--- config.mk ---
export PLATFORM = sky130hd
export DESIGN_NAME = dac_sample_sequencer_flat
export DESIGN_NICKNAME = d
export VERILOG_FILES = /design/src/rtl/dac_sample_sequencer_if.sv /design/src/rtl/dac_sample_sequencer.sv /design/src/flat_wrapper.sv
export SDC_FILE = /design/constraint.sdc
export NUM_CORES = 1
export LEC_CHECK = 0
export CAP_MARGIN = 40
export CORE_ASPECT_RATIO = 0.8
export CORE_MARGIN = 4
export CORE_UTILIZATION = 51
export CTS_CLUSTER_DIAMETER = 100
export DETAILED_ROUTE_END_ITERATION = 10
export PLACE_DENSITY = 0.77
export SLEW_MARGIN = 10
export SYNTH_ARGS = -nofsm -noshare
export SYNTH_HDL_FRONTEND = slang
export SYNTH_SLANG_ARGS = --single-unit
--- constraint.sdc ---
create_clock -name clock_in -period 2.7 [get_ports clock_in]
set_clock_uncertainty 0.05 [all_clocks]
set_input_delay 0.27 -clock clock_in [delete_from_list [all_inputs] [get_ports clock_in]]
set_output_delay 0.27 -clock clock_in [all_outputs]
set_load 0.02 [all_outputs]
--- src/rtl/dac_sample_sequencer_if.sv ---
// Handshake bundle between a waveform controller (master) and dac_sample_sequencer (slave).
// DIV_W must match the sequencer's divider width.
interface dac_sample_sequencer_if #(
  parameter int unsigned DIV_W = 16
) ();
  logic             enable;
  logic [1:0]       mode;
  logic [11:0]      step;
  logic [DIV_W-1:0] period;
  logic             dac_done;
  logic             start;
  logic [11:0]      code;
  logic [15:0]      sample_cnt;
  logic             underrun;

  modport master (
    output enable, mode, step, period, dac_done,
    input  start, code, sample_cnt, underrun
  );

  modport slave (
    input  enable, mode, step, period, dac_done,
    output start, code, sample_cnt, underrun
  );
endinterface

--- src/rtl/dac_sample_sequencer.sv ---
// Periodic DAC sample generator (ramp/triangle/square/constant) handing codes to an SPI DAC stage.
// Define SEQ_TRIANGLE_EN to build triangle mode; otherwise mode 01 behaves as ramp.
module dac_sample_sequencer #(
  parameter int unsigned START_LEN = 4,
  parameter int unsigned DIV_W     = 16
) (
  input logic                   clock_in,
  input logic                   reset_n,
  dac_sample_sequencer_if.slave bus
);

  typedef enum logic [1:0] {StIdle, StWaitTick, StIssue, StWaitDone} state_e;

  localparam logic [7:0] LenLast = 8'(START_LEN - 1);

  state_e           state_q, state_d;
  logic [DIV_W-1:0] div_q, div_d;
  logic [DIV_W-1:0] period_q, period_d;
  logic [7:0]       len_q, len_d;
  logic [11:0]      code_q, code_d;
  logic [15:0]      cnt_q, cnt_d;
  logic             underrun_q, underrun_d;
  logic             sq_hi_q, sq_hi_d;
`ifdef SEQ_TRIANGLE_EN
  logic             dir_down_q, dir_down_d, dir_down_nxt;
`endif

  logic        tick;
  logic [12:0] sum;
  logic [11:0] nxt_code;
  logic        sq_hi_nxt;

  assign tick = (div_q == period_q);

  // Candidate waveform value, committed only on an accepted tick.
  always_comb begin
    sum       = {1'b0, code_q} + {1'b0, bus.step};
    nxt_code  = sum[11:0];
    sq_hi_nxt = sq_hi_q;
`ifdef SEQ_TRIANGLE_EN
    dir_down_nxt = dir_down_q;
`endif
    case (bus.mode)
      2'b00: nxt_code = sum[11:0];
`ifdef SEQ_TRIANGLE_EN
      2'b01: begin
        if (!dir_down_q) begin
          if (sum >= 13'd4095) begin
            nxt_code     = 12'hFFF;
            dir_down_nxt = 1'b1;
          end else begin
            nxt_code = sum[11:0];
          end
        end else if (code_q <= bus.step) begin
          nxt_code     = 12'h000;
          dir_down_nxt = 1'b0;
        end else begin
          nxt_code = code_q - bus.step;
        end
      end
`else
      2'b01: nxt_code = sum[11:0];
`endif
      2'b10: begin
        nxt_code  = sq_hi_q ? 12'h000 : bus.step;
        sq_hi_nxt = ~sq_hi_q;
      end
      2'b11: nxt_code = bus.step;
      default: nxt_code = sum[11:0];
    endcase
  end

  always_comb begin
    state_d    = state_q;
    div_d      = div_q;
    period_d   = period_q;
    len_d      = len_q;
    code_d     = code_q;
    cnt_d      = cnt_q;
    underrun_d = underrun_q;
    sq_hi_d    = sq_hi_q;
`ifdef SEQ_TRIANGLE_EN
    dir_down_d = dir_down_q;
`endif

    // Divider free-runs outside IDLE so ticks missed during a transfer are detectable.
    if (state_q != StIdle) begin
      if (tick) begin
        div_d    = '0;
        period_d = bus.period;
      end else begin
        div_d = div_q + DIV_W'(1);
      end
    end

    case (state_q)
      StIdle: begin
        div_d   = '0;
        sq_hi_d = 1'b0;
        if (bus.enable) begin
          state_d  = StWaitTick;
          period_d = bus.period;
        end
      end
      StWaitTick: begin
        if (!bus.enable) begin
          state_d = StIdle;
          div_d   = '0;
        end else if (tick) begin
          code_d  = nxt_code;
          sq_hi_d = sq_hi_nxt;
`ifdef SEQ_TRIANGLE_EN
          dir_down_d = dir_down_nxt;
`endif
          len_d   = '0;
          state_d = StIssue;
        end
      end
      StIssue: begin
        if (tick) underrun_d = 1'b1;
        if (len_q == LenLast) begin
          state_d = StWaitDone;
        end else begin
          len_d = len_q + 8'd1;
        end
      end
      StWaitDone: begin
        if (tick) underrun_d = 1'b1;
        if (bus.dac_done) begin
          cnt_d   = cnt_q + 16'd1;
          state_d = bus.enable ? StWaitTick : StIdle;
        end
      end
      default: state_d = StIdle;
    endcase
  end

  always_ff @(posedge clock_in or negedge reset_n) begin
    if (!reset_n) begin
      state_q    <= StIdle;
      div_q      <= '0;
      period_q   <= '0;
      len_q      <= '0;
      code_q     <= '0;
      cnt_q      <= '0;
      underrun_q <= 1'b0;
      sq_hi_q    <= 1'b0;
`ifdef SEQ_TRIANGLE_EN
      dir_down_q <= 1'b0;
`endif
    end else begin
      state_q    <= state_d;
      div_q      <= div_d;
      period_q   <= period_d;
      len_q      <= len_d;
      code_q     <= code_d;
      cnt_q      <= cnt_d;
      underrun_q <= underrun_d;
      sq_hi_q    <= sq_hi_d;
`ifdef SEQ_TRIANGLE_EN
      dir_down_q <= dir_down_d;
`endif
    end
  end

  // start decodes straight from state so an asynchronous reset drops it immediately.
  assign bus.start      = (state_q == StIssue);
  assign bus.code       = code_q;
  assign bus.sample_cnt = cnt_q;
  assign bus.underrun   = underrun_q;

endmodule

--- src/flat_wrapper.sv ---
// flat-port wrapper written by rule: the top's interface ports become plain ports
module dac_sample_sequencer_flat 
#(
  parameter int unsigned START_LEN = 4,
  parameter int unsigned DIV_W     = 16
)
  (clock_in, reset_n, bus_enable, bus_mode, bus_step, bus_period, bus_dac_done, bus_start, bus_code, bus_sample_cnt, bus_underrun);
  dac_sample_sequencer_if #(.DIV_W(DIV_W)) bus_i ();
  input logic clock_in;
  input logic reset_n;
  input wire logic [$bits(bus_i.enable)-1:0] bus_enable;
  input wire logic [$bits(bus_i.mode)-1:0] bus_mode;
  input wire logic [$bits(bus_i.step)-1:0] bus_step;
  input wire logic [$bits(bus_i.period)-1:0] bus_period;
  input wire logic [$bits(bus_i.dac_done)-1:0] bus_dac_done;
  output wire logic [$bits(bus_i.start)-1:0] bus_start;
  output wire logic [$bits(bus_i.code)-1:0] bus_code;
  output wire logic [$bits(bus_i.sample_cnt)-1:0] bus_sample_cnt;
  output wire logic [$bits(bus_i.underrun)-1:0] bus_underrun;
  assign bus_i.enable = bus_enable;
  assign bus_i.mode = bus_mode;
  assign bus_i.step = bus_step;
  assign bus_i.period = bus_period;
  assign bus_i.dac_done = bus_dac_done;
  assign bus_start = bus_i.start;
  assign bus_code = bus_i.code;
  assign bus_sample_cnt = bus_i.sample_cnt;
  assign bus_underrun = bus_i.underrun;
  dac_sample_sequencer #(.START_LEN(START_LEN), .DIV_W(DIV_W)) u_core (.clock_in(clock_in), .reset_n(reset_n), .bus(bus_i));
endmodule
==> results of run 1 <==
-- layout make-up --
cell class,instances,area share (%)
multi-input cells,295,41.37
flip-flops and latches,72,36.50
repair buffers,74,14.65
clock buffers,12,3.143
well taps,105,2.662
clock inverters,4,1.065
inverters,8,0.6084
-- sequential cells by signal (all words and copies together) (netlist names), named ones only --
signal and cells:
u_core.bus.sample_cnt 16, u_core.div_q 16, u_core.period_q 16, u_core.bus.code 12, u_core.len_q 8, u_core.bus.underrun 1, u_core.sq_hi_q 1, u_core.state_q 1
-- worst min-delay path by stage --
stage | endpoint | slack, ps | cells past startpoint
after CTS | u_core.bus.underrun$_DFFE_PN0P_ | 420 | 1
after floorplan | asynchronous set/reset pin | -80 | 0
after global placement | u_core.bus.sample_cnt[11]$_DFFE_PN0P_ | 290 | 1
final | u_core.bus.underrun$_DFFE_PN0P_ | 410 | 1
after detailed placement | u_core.bus.sample_cnt[11]$_DFFE_PN0P_ | 290 | 1
after global routing | u_core.bus.underrun$_DFFE_PN0P_ | 440 | 1
-- through the flow --
step	power (W)	cell area [µm²]	utilization (%)	worst slack [ps]	instances
floorplan	0.001316	3940	-	244.1	389
global placement	0.001425	4713	63.16	-117.4	553
detailed placement	0.001434	4713	63.16	-211.4	553
CTS	0.002316	4931	66.08	41.00	570
global route	0.002388	4936	66.15	16.64	570
finish	0.002289	4936	66.15	84.37	570
-- logic make-up after synthesis --
group | after synthesis | synth area share [%]
AO/OA/AOI/OAI | 65 | 10.67
AND/OR/NAND/NOR | 138 | 17.24
buffers and inverters | 22 | 2.572
multiplexers | 21 | 6.383
flip-flops | 72 | 45.73
XOR/XNOR | 56 | 12.45
adder cells (fa/ha/maj) | 15 | 4.954
-- critical path, stage by stage, from the launching register on --
cell and delay, ps:
dfrtp_1 420, ha_1 330, a211o_1 340, a211oi_2 280
a211o_1 160, mux2_4 310, or3_1 370, o311ai_1 250
-- repair_timing --
item	CTS	global route
hold buffers	1	0
setup buffers	0	0
gates resized for setup	0	1
endpoints found under the setup margin	0	1
endpoints found under the hold margin	28	0
-- power by group through the flow --
stage          Sequential, W  Combinational (W)  Clock, W
6_report             0.00116           0.000258  0.000874
3_3_place_gp         0.00118           0.000249         0
3_5_place_dp         0.00118           0.000257         0
5_1_grt              0.00116           0.000284  0.000941
4_1_cts              0.00116           0.000261  0.000898
2_1_floorplan        0.00117           0.000149         0
-- synth_stat cells (6+ instances only) --
| master | instances |
|---|---|
| dfrtp_1 | 72 |
| nor2_1 | 51 |
| xnor2_1 | 32 |
| nand2_1 | 28 |
| a21oi_1 | 25 |
| xor2_1 | 24 |
| mux2_2 | 19 |
| ha_1 | 14 |
| nand3_1 | 14 |
| and3_1 | 10 |
| nand4_1 | 9 |
| o21ai_0 | 9 |
| inv_1 | 8 |
| a21o_1 | 7 |
| buf_2 | 6 |
| clkbuf_1 | 6 |
-- per-layer routing --
| metal | global-route usage, % | vias up |
|---|---|---|
| li1 | - | 1499 |
| met1 | 26.71 | 1469 |
| met2 | 32.78 | 37 |
| met3 | 4.914 | 8 |
| met4 | 5.765 | 0 |
| met5 | 0 | - |
==> flow_summary.yaml, run 1 <==
yosys:
  yosysTopAreaCell: "dfrtp_1"
  netlist_top_cells_area: "dfrtp_1 46%, xnor2_1 7.1%, mux2_2 5.4%, xor2_1 5.3%, nor2_1 4.9%"
  synth_top_cell_area_share_pct: 45.73
  synthesis.yosys.warnings: 0
  gate_count_of_the_mapped_netlist: 389
  synth-seq-cells: 72
  number_of_distinct_library_cells_after_synthesis: 48
  netlist_area_um2: 3940
  synth_enable_flop_cells: 0
  seq_area_frac_synth_pct: 45.73
  postSynth.asyncResetShare_pct: 100.0
  syn_nets: 438
  synthFlopType: "dfrtp_1"
  avgSynthCellArea_um2: 10.13
final_layout:
  antennaDiodeCount: 0
  num-nets-final: 509
  mostFrequentLayoutCells: "72 x dfrtp_1, 62 x clkdlybuf4s50_1, 51 x nor2_1, 32 x xnor2_1, 28 x nand2_1"
  seq_area_um2: 1802
  layout_commonest_cell: "dfrtp_1"
  area_delta_synth_final_pct: 25.28
  layout-drive-gt1-share_pct: 11.61
  filler_cell_count: 592
  multi_input_area_um2: 2042
setup_path:
  critical_path.max_fanout: 4
  reg2reg_setup_slack_ps: 80
  crit_type: "register to register"
  worst-endpoint-arrival_ps: 2800
  worstSetupStartpoint: "u_core.bus.code[1]$_DFFE_PN0P_"
  crit_path_end_kind: "register"
  critical_path.reg2reg.startpoint: "u_core.bus.code[1]$_DFFE_PN0P_"
  crit_end: "u_core.bus.code[11]$_DFFE_PN0P_"
  timing.rr.end: "u_core.bus.code[11]$_DFFE_PN0P_"
  crit_required_ps: 2890
  timing.reg2reg.worst_path_depth: 7
  crit_path_start_kind: "register"
sta:
  relSlewSlack_pct: 54.86
  totalNegativeSetupSlack_ps: 0
  timing_max_transition_violations_final: 0
  fin_crit_ps: 2616
  hold_violations: 0
  final.hold.worst_slack_ps: 412.3
  worst_slew_pin_slew_ps: 677.1
  maxClockFrequency_mhz: 382.3
  rsz0062_at_grt: "false"
  period_share_pct: 96.88
  setup_viol: 0
routing:
  totalWireLength_um: 8660
  drt.antenna.violating_nets: 0
  route.detailed.drc: 0
  m1WireLength_um: 4103
  met3_wirelength_um: 273
  detail_route.vias_per_cell: 5.286
  drtIter0Drc: 125
  dr_wl_met2_um: 4191
  vias: 3013
  dr.max_layer_used: "met4"
  detail_route.first_pass.iterations: 4
  routedWlPerCell_um: 15.19
power_and_ir_drop:
  comb_power_share_pct: 11.3
  static-leakage-power_nw: 2.149
  power_density_nw_per_um2: 463.7
  ir_worst_vdd_v: 0.0002553
  switching_share_pct: 23.88
  pwr-share-seq_pct: 50.5
  power.net_switching_w: 0.0005467
  p_int_w: 0.001742
  p_clk_share_pct: 38.2
min_path:
  min_delay_src: "u_core.bus.underrun$_DFFE_PN0P_"
  min_path_type: "register to register"
global_routing:
  aggregate_global_route_resource_usage_pct: 20.04
  first_pass_grt_wire_length_um: 14670
  grt_pass1_vias: 3077
  grt.overflow.total: 0
  antenna_found_initial: 0
  maximum_number_of_pins_on_one_net_before_global_route_repair: 45
clocking:
  cts_tree: "done"
  clk_transition_reported_paths_ps: 70
  htree_num_levels: 3
  cts_buffer_depth: 2
  clk-insertion-delay-late_ps: 350
  cts.sink_count: 72
  clock_tree.root_cell: "clkbuf_8"
  tritoncts.num_buffers: 9
floorplanning:
  fp.dieArea_um2: 9205
  die_w_um: 106.3
  core_area_um2: 7462
  initial_utilization_pct: 52.80
  io_pins: 64
  chipHeight_um: 86.62
  std_cell_rows: 28
placement:
  port-buffer-count: 63
  place_congestion: 0.9324
  dp_hpwl_um: 6366
flow_run:
  drv_cap: 0
outcome:
  outcome: "finished, final reports clean"
No activity file was read; power rests on OpenSTA's default activity.
==> inputs of run 2 (changes only) <==
- TNS_END_PERCENT: not set -> 20
==> results of run 2 <==
The final DEF is identical to that of run 1; final timing and power are the same.
==> inputs of run 3 (changes only) <==
- GPL_TIMING_DRIVEN: not set -> 0
- SKIP_LAST_GASP: not set -> 1
==> flow_summary.yaml, run 3 (same netlist as run 1, synthesis figures left out) <==
final_layout:
  area_delta_synth_final_pct: 25.25
  layout-drive-gt1-share_pct: 11.51
  mostFrequentLayoutCells: "72 x dfrtp_1, 62 x clkdlybuf4s50_1, 51 x nor2_1, 32 x xnor2_1, 28 x nand2_1"
  fin_util_pct: 66.13
  antennaDiodeCount: 0
  layout_commonest_cell: "dfrtp_1"
  num-nets-final: 514
  layout.cell_area.non_filler_um2: 4935
  filler_cell_count: 598
clocking:
  tritoncts.num_buffers: 9
  cts.sink_count: 72
  cts_buffer_depth: 2
  clock_tree.root_cell: "clkbuf_8"
  cts_tree: "done"
  clk_transition_reported_paths_ps: 80
  htree_num_levels: 3
  clk-insertion-delay-late_ps: 350
sta:
  timing_max_transition_violations_final: 0
  maxClockFrequency_mhz: 388.9
  hold_violations: 0
  rsz0062_at_grt: "false"
  final.hold.worst_slack_ps: 340.0
  period_share_pct: 95.25
  relSlewSlack_pct: 61.14
  worst_slew_pin_slew_ps: 580.2
  fin_crit_ps: 2572
  setup_viol: 0
power_and_ir_drop:
  p_total_w: 0.002244
  static-leakage-power_nw: 2.158
  switching_share_pct: 25.00
  p_clk_share_pct: 37.0
  power_density_nw_per_um2: 454.7
  p_int_w: 0.001683
  power.net_switching_w: 0.0005609
  ir_worst_vdd_v: 0.0003456
  pwr-share-seq_pct: 51.4
  comb_power_share_pct: 11.6
global_routing:
  global_route_met1_utilization_pct: 28.00
  maximum_number_of_pins_on_one_net_before_global_route_repair: 46
  met3_usage_pct: 4.840
  grt_use_met2_pct: 31.86
  grt.overflow.total: 0
  grt_pass1_vias: 3135
  aggregate_global_route_resource_usage_pct: 20.40
  antenna_found_initial: 0
  grt_busiest_layer: "met2"
  first_pass_grt_wire_length_um: 14850
setup_path:
  crit_type: "register to register"
  crit_path_end_kind: "register"
  reg2reg_setup_slack_ps: 130
  crit_required_ps: 2900
  crit_path_start_kind: "register"
  family_with_the_most_delay_on_the_worst_path: "compound AO/OA/AOI/OAI gates"
  timing.critical_path.buf_inv: 0
  max_stage_delay_cell_worst_path: "dfrtp_1"
  worst_path_most_repeated_cell: "a211o_1"
  cpPeakStageDelay_ps: 420
  critical_path.max_fanout: 4
  worst-endpoint-arrival_ps: 2770
  timing.reg2reg.worst_path_depth: 7
  critical_path.reg2reg.startpoint: "u_core.bus.code[1]$_DFFE_PN0P_"
  crit_chain: "ha_1 > a211o_1 > a211oi_2 > a211o_1 > mux2_4 > or3_1 > o311ai_2"
  timing.rr.end: "u_core.bus.code[11]$_DFFE_PN0P_"
flow_run:
  drv_cap: 0
floorplanning:
  std_cell_rows: 28
  core_area_um2: 7462
  chipHeight_um: 86.62
  die_w_um: 106.3
  initial_utilization_pct: 52.80
  fp.dieArea_um2: 9205
  io_pins: 64
outcome:
  outcome: "finished, final reports clean"
routing:
  detail_route.first_pass.iterations: 4
  drt.antenna.violating_nets: 0
  totalWireLength_um: 8988
  drtIter0Drc: 164
  vias: 3116
  detail_route.vias_per_cell: 5.429
  route.detailed.drc: 0
  routedWlPerCell_um: 15.66
min_path:
  min_path_type: "input port to asynchronous set/reset pin"
placement:
  placed_cell_area_um2: 4727
  place_congestion: 0.9503
  port-buffer-count: 63
  dp_hpwl_um: 6555
==> run 3: power by group through the flow <==
stage          sequential, W  clock, W  combinational, W
6_report             0.00115  0.000830          0.000260
3_5_place_dp         0.00118         0          0.000260
5_1_grt              0.00116  0.000893          0.000287
3_3_place_gp         0.00117         0          0.000249
4_1_cts              0.00115  0.000850          0.000263
2_1_floorplan        0.00117         0          0.000149
==> run 3: how the worst max path moves through the flow <==
stage / start / endpoint / slack [ps] / depth (start not counted)
after global routing: u_core.bus.code[0]$_DFFE_PN0P_ / u_core.bus.code[10]$_DFFE_PN0P_ / 30 / 9
after CTS: u_core.bus.code[1]$_DFFE_PN0P_ / u_core.bus.code[11]$_DFFE_PN0P_ / 60 / 7
after floorplan: u_core.bus.code[1]$_DFFE_PN0P_ / u_core.bus.code[11]$_DFFE_PN0P_ / 240 / 7
after global placement: reset_n / u_core.bus.code[8]$_DFFE_PN0P_ / -1200 / 1
final: u_core.bus.code[1]$_DFFE_PN0P_ / u_core.bus.code[11]$_DFFE_PN0P_ / 130 / 7
after detailed placement: bus_step[1] / u_core.bus.code[11]$_DFFE_PN0P_ / -230 / 8
==> run 3: through the flow <==
step | TNS [ps] | cells | setup WS [ps]
2_1_floorplan | 0 | 389 | 244.1
3_3_place_gp | -86250 | 557 | -1200
3_5_place_dp | -436.5 | 558 | -225.9
4_1_cts | 0 | 574 | 60.55
5_1_grt | 0 | 574 | 27.64
6_report | 0 | 574 | 128.3
==> run 3: per-layer routing <==
| metal | part of all wire, % | vias to the layer above |
|---|---|---|
| met5 | 0 | - |
| met4 | 1.4 | 0 |
| met3 | 4.6 | 15 |
| met2 | 47 | 78 |
| met1 | 47 | 1508 |
| li1 | - | 1515 |
==> run 3: repair_timing <==
item	4_1_cts	5_1_grt
hold endpoints to repair	27	0
setup endpoints to repair	0	1
setup buffers	0	0
gates resized for setup	0	3
hold buffers	1	0
==> run 3: layout make-up <==
class                      instances  area (µm²)  share of cell area [%]
buffer                            14       71.32                   1.445
clock buffer                       9       123.9                   2.510
clock inverter                     6       61.31                   1.242
inverter                           8       30.03                  0.6085
multi-input combinational        295        2049                   41.53
sequential                        72        1802                   36.51
tap                              105       131.4                   2.662
timing repair buffer              65       665.6                   13.49
